--- config.mk ---
export PLATFORM = sky130hd
export DESIGN_NAME = uart_rx
export DESIGN_NICKNAME = d
export VERILOG_FILES = /design/src/rtl/uart_rx.sv
export SDC_FILE = /design/constraint.sdc
export NUM_CORES = 1
export LEC_CHECK = 0
export BUFFER_PORTS_ARGS = -buffer_cell sky130_fd_sc_hd__clkbuf_2
export CORE_MARGIN = 10
export CORE_UTILIZATION = 39
export DETAILED_ROUTE_END_ITERATION = 6
export GPL_ROUTABILITY_DRIVEN = 0
export PLACE_DENSITY = 0.6
export SLEW_MARGIN = 20
export SYNTH_ARGS = -nofsm -noshare
export SYNTH_HDL_FRONTEND = slang
export SYNTH_SLANG_ARGS = --single-unit
--- constraint.sdc ---
create_clock -name CLK -period 2.27 [get_ports CLK]
set_clock_uncertainty 0.15 [all_clocks]
set_input_delay 0.3405 -clock CLK [delete_from_list [all_inputs] [get_ports CLK]]
set_output_delay 0.3405 -clock CLK [all_outputs]
set_load 0.05 [all_outputs]
--- src/rtl/uart_rx.sv ---
// Oversampling UART receiver: start 0, DATA_WIDTH bits LSB first, optional
// parity, stop 1. Recovered bytes are presented on P_DATA with a 1-cycle
// Data_Valid strobe. Parity and stop errors are reported as 1-cycle strobes.
module uart_rx #(
    parameter int unsigned PRESCALE   = 8,
    parameter int unsigned DATA_WIDTH = 8
) (
    input  logic                  CLK,
    input  logic                  RST,
    input  logic                  RX_IN,
    input  logic                  parity_enable,
    input  logic                  parity_type,
    output logic [DATA_WIDTH-1:0] P_DATA,
    output logic                  Data_Valid,
    output logic                  parity_error,
    output logic                  stop_error
);

    localparam int unsigned EW = $clog2(PRESCALE);
    localparam int unsigned BW = (DATA_WIDTH > 1) ? $clog2(DATA_WIDTH) : 1;

    typedef enum logic [2:0] {
        S_IDLE,
        S_START,
        S_DATA,
        S_PARITY,
        S_STOP
    } state_t;

    state_t                state_q;
    logic                  sync1_q;
    logic                  rx_s_q;
    logic [EW-1:0]         edge_cnt_q;
    logic [BW-1:0]         bit_cnt_q;
    logic [2:0]            smp_q;
    logic                  par_en_q;
    logic                  par_type_q;
    logic                  par_err_q;
    logic                  brk_q;
    logic [DATA_WIDTH-1:0] shift_q;

    logic bit_c;
    logic last_edge_c;

    // Majority vote of the three mid-bit samples and end-of-bit detect.
    always_comb begin
        bit_c       = (smp_q[0] & smp_q[1]) | (smp_q[0] & smp_q[2]) | (smp_q[1] & smp_q[2]);
        last_edge_c = (edge_cnt_q == EW'(PRESCALE - 1));
    end

    // Synchronizer, bit timing, frame FSM and registered strobes.
    always_ff @(posedge CLK) begin
        if (!RST) begin
            state_q      <= S_IDLE;
            sync1_q      <= 1'b1;
            rx_s_q       <= 1'b1;
            edge_cnt_q   <= '0;
            bit_cnt_q    <= '0;
            smp_q        <= '0;
            par_en_q     <= 1'b0;
            par_type_q   <= 1'b0;
            par_err_q    <= 1'b0;
            brk_q        <= 1'b0;
            shift_q      <= '0;
            P_DATA       <= '0;
            Data_Valid   <= 1'b0;
            parity_error <= 1'b0;
            stop_error   <= 1'b0;
        end else begin
            sync1_q      <= RX_IN;
            rx_s_q       <= sync1_q;
            Data_Valid   <= 1'b0;
            parity_error <= 1'b0;
            stop_error   <= 1'b0;

            // A break is only cleared once the line has returned high.
            if (rx_s_q) begin
                brk_q <= 1'b0;
            end

            if (state_q != S_IDLE) begin
                if (edge_cnt_q == EW'(PRESCALE / 2 - 1)) smp_q[0] <= rx_s_q;
                if (edge_cnt_q == EW'(PRESCALE / 2))     smp_q[1] <= rx_s_q;
                if (edge_cnt_q == EW'(PRESCALE / 2 + 1)) smp_q[2] <= rx_s_q;
                edge_cnt_q <= last_edge_c ? '0 : edge_cnt_q + EW'(1);
            end

            case (state_q)
                S_IDLE: begin
                    if (!rx_s_q && !brk_q) begin
                        state_q    <= S_START;
                        edge_cnt_q <= '0;
                        par_en_q   <= parity_enable;
                        par_type_q <= parity_type;
                        par_err_q  <= 1'b0;
                    end
                end
                S_START: begin
                    if (last_edge_c) begin
                        if (bit_c) begin
                            state_q <= S_IDLE;
                        end else begin
                            state_q   <= S_DATA;
                            bit_cnt_q <= '0;
                        end
                    end
                end
                S_DATA: begin
                    if (last_edge_c) begin
                        shift_q <= {bit_c, shift_q[DATA_WIDTH-1:1]};
                        if (bit_cnt_q == BW'(DATA_WIDTH - 1)) begin
                            state_q <= par_en_q ? S_PARITY : S_STOP;
                        end else begin
                            bit_cnt_q <= bit_cnt_q + BW'(1);
                        end
                    end
                end
                S_PARITY: begin
                    if (last_edge_c) begin
                        par_err_q <= (bit_c != ((^shift_q) ^ par_type_q));
                        state_q   <= S_STOP;
                    end
                end
                S_STOP: begin
                    if (last_edge_c) begin
                        stop_error   <= ~bit_c;
                        parity_error <= par_err_q;
                        if (bit_c && !par_err_q) begin
                            P_DATA     <= shift_q;
                            Data_Valid <= 1'b1;
                        end
                        if (!bit_c) begin
                            // Framing error: wait for the line to go high again.
                            state_q <= S_IDLE;
                            brk_q   <= 1'b1;
                        end else if (!rx_s_q) begin
                            // Start bit right after the stop: no idle cycle lost.
                            state_q    <= S_START;
                            edge_cnt_q <= '0;
                            par_en_q   <= parity_enable;
                            par_type_q <= parity_type;
                            par_err_q  <= 1'b0;
                        end else begin
                            state_q <= S_IDLE;
                        end
                    end
                end
                default: state_q <= S_IDLE;
            endcase
        end
    end

endmodule

==> summary.txt <==
Run status
  – Outcome: complete, no violations

Logic synthesis
  – Syn Inst Count: 192
  – Syn nets: approximately 200
  – Post-synth EDFFs: 0
  – Netlist cell types: 38
  – Asr flop ratio synth: 0
  – Synthesized cell area: between 0.0015 and 0.002 mm^2
  – Flops & latches, synth: 37
  – Mean Syn Cell Area: about 9.0 um^2
  – Most frequent cell after synthesis: dfxtp_1
  – Post-synth top cells: dfxtp_1, nand2_1, nor2_1, a21oi_1, mux2i_1
  – Post-synth top area cell: dfxtp_1
  – Register area share after synthesis: 0.428
  – Yosys warns: 0
  – Synth area leaders: dfxtp_1, mux2i_1, nand2_1
  – Post-synth top area share: 0.428
  – Post-synth top flop: dfxtp_1

Critical path
  – Crit end category: flop
  – CP required: about 2.3 ns
  – Setup CP Type: reg2reg
  – Crit path cell chain: ha_1 > ha_1 > buf_4 > nand4b_1 > nor2_1 > nand2b_1 > o221ai_1
  – Crit-path max FO: 9
  – Buf+Inv Stages, Crit Path: 1
  – Crit path DAT: approximately 2 ns
  – CP delay by family, top: adder cells
  – Most frequent CP cell: ha_1
  – Critical Path Max Stage Delay: 0.40 ns
  – Worst path slowest cell: dfxtp_1
  – Nature of the critical path startpoint: flop

CTS
  – CTS root buffer: clkbuf_8
  – Hold-fix buffers, CTS: 0
  – # clock sinks: 37
  – # Post-CTS Setup Buffers: 0
  – Post-CTS sizing: 0
  – Clock buffer depth: 2
  – Clk slew on worst S/H paths: about 0.070 ns
  – CTS tree: done
  – Clk Latency, worst-skew pair: roughly 0.28 ns
  – CTS H-tree depth: 2
  – TritonCTS Buffers: 5

Floorplanning
  – Die extent in x: approximately 87 um
  – Std-Cell Rows: 24
  – Ports: 16
  – Core ar.: between 0.004 and 0.005 mm^2
  – Die area: roughly 0.0075 mm^2
  – Starting Density: 0.400
  – Chip height: 86.6 um

Detailed routing
  – Routed Antenna Nets: 0
  – WL per Instance: approximately 12 um
  – DR vias: roughly 1300
  – DRT Pass-1 Iters: 4
  – Final WL: 3190 um
  – Vias per cell: 5.05
  – Residual DRC count: 0
  – DR iter-0 viols: 66

Timing
  – Final hold violations: 0
  – RSZ-0062 raised after global routing: no
  – Fin Setup TNS: 0 ns
  – Hold slack: just over 0.08 ns
  – Final worst path period share: 0.864
  – Slew at the pin with the worst max-slew slack: 0.562 ns
  – Slew headroom: 0.625
  – Slew Viols, Final: 0
  – F_max: about 0.51 GHz
  – Min cycle time layout: about 2.0 ns
  – Finish-stage setup viols: 0

Flow run
  – Maxcap violations: 0

GRT
  – Remaining Overflow, GRT: 0
  – Global-route wire length before repair: approximately 5600 um
  – Vias in the first global route: between 1000 and 1500
  – All-Layer GR Usage: 0.0910
  – Pin count of the biggest net entering global routing: 18
  – Antenna violations before repair: 0

Pwr
  – Tot Pwr: ~1100 uW
  – Pwr Density: ~590 mW/mm^2
  – Max rail drop VDD: approximately 0.24 mV
  – Static Leak: slightly below 0.0008 uW

Finish
  – Nets: roughly 220
  – Final std cells w/o fill: 260
  – Share of cells above drive strength 1: 0.159
  – Area Growth Syn to Fin: 11.9%
  – Diode count: 0

Place
  – Dpl cells: between 200 and 300
  – Port Buffers: 15
  – Post-detail-place hpwl: approximately 2300 um

Hold path
  – Hold Path Class: in2reg
per-layer routing:
layer,track usage,share of wire
met4,0.0457,0.021
met3,0.0413,0.060
met1,0.116,0.51
met2,0.125,0.41
met5,0,0
sequential cells by signal (all words and copies together), names as in the netlist:
| register | flops |
|---|---|
| brk_q | 1 |
| par_err_q | 1 |
| bit_cnt_q | 3 |
| rx_s_q | 1 |
| sync1_q | 1 |
| stop_error | 1 |
| par_type_q | 1 |
| smp_q | 3 |
| state_q | 3 |
| parity_error | 1 |
| Data_Valid | 1 |
| par_en_q | 1 |
| edge_cnt_q | 3 |
| shift_q | 8 |
| P_DATA | 8 |
worst reg2reg max path: stages, from the launching register on:
cell and delay (ns):
dfxtp_1 0.40, ha_1 0.21, ha_1 0.36, buf_4 0.24, nand4b_1 0.13, nor2_1 0.16, nand2b_1 0.08, o221ai_1 0.15
final timing paths:
path,slack (ns),to,start,cells past startpoint
setup reg to reg,0.31,par_err_q$_SDFFE_PN0P_,edge_cnt_q[0]$_SDFF_PN0_,7
hold / removal,0.08,sync1_q$_SDFF_PN1_,RX_IN,2
hold reg to reg,0.26,rx_s_q$_SDFF_PN1_,sync1_q$_SDFF_PN1_,1
setup / recovery,0.31,par_err_q$_SDFFE_PN0P_,edge_cnt_q[0]$_SDFF_PN0_,7
per-stage QoR:
step | setup WS, ns | cell area, um^2 | utilization
floorplan | 0.475 | 1730 | -
global placement | 0.350 | 1850 | 0.429
detailed placement | 0.325 | 1850 | 0.429
CTS | 0.300 | 1940 | 0.448
global route | 0.108 | 1940 | 0.448
finish | 0.309 | 1940 | 0.448
power by group:
part / switching, uW / internal [uW] / total [uW]
Sequential: 9.92 / 655 / 665
Clock: 220 / 212 / 432
Combinational: 26.0 / 18.8 / 44.8
Total: 256 / 886 / 1140
cell families (layout without fill, tap and decap cells):
group	count (synthesis)	count (layout)	synth area share
AO/OA/AOI/OAI	30	30	0.114
XOR/XNOR	6	6	0.0463
adder cells (fa/ha/maj)	8	8	0.0586
buffers and inverters	17	33	0.0427
flip-flops	37	37	0.428
multiplexers	12	12	0.0694
AND/OR/NAND/NOR	82	82	0.242
placed cells by master (no fill, tap or decap), drive strengths merged, types with 2 or more instances in the layout:
master  instances
ha              7
nor3b           3
nor2           24
a22oi           2
clkbuf         21
o21ai           6
clkinv          2
or3             3
xnor2           3
dfxtp          37
nand4           2
buf             5
xnor3           2
nand3           6
nor2b           3
mux2i          12
nand2b          6
a31oi           2
nor3            2
inv             5
a21oi          14
nand2          28
final cells by class:
cell class,instances,area (um^2)
fill,443,2390
multi-input combinational,138,916
timing repair buffer,20,113
inverter,5,18.8
clock buffer,6,72.6
sequential,37,741
tap,52,65.1
clock inverter,2,10.0
No activity file was read; power rests on OpenSTA's default activity.
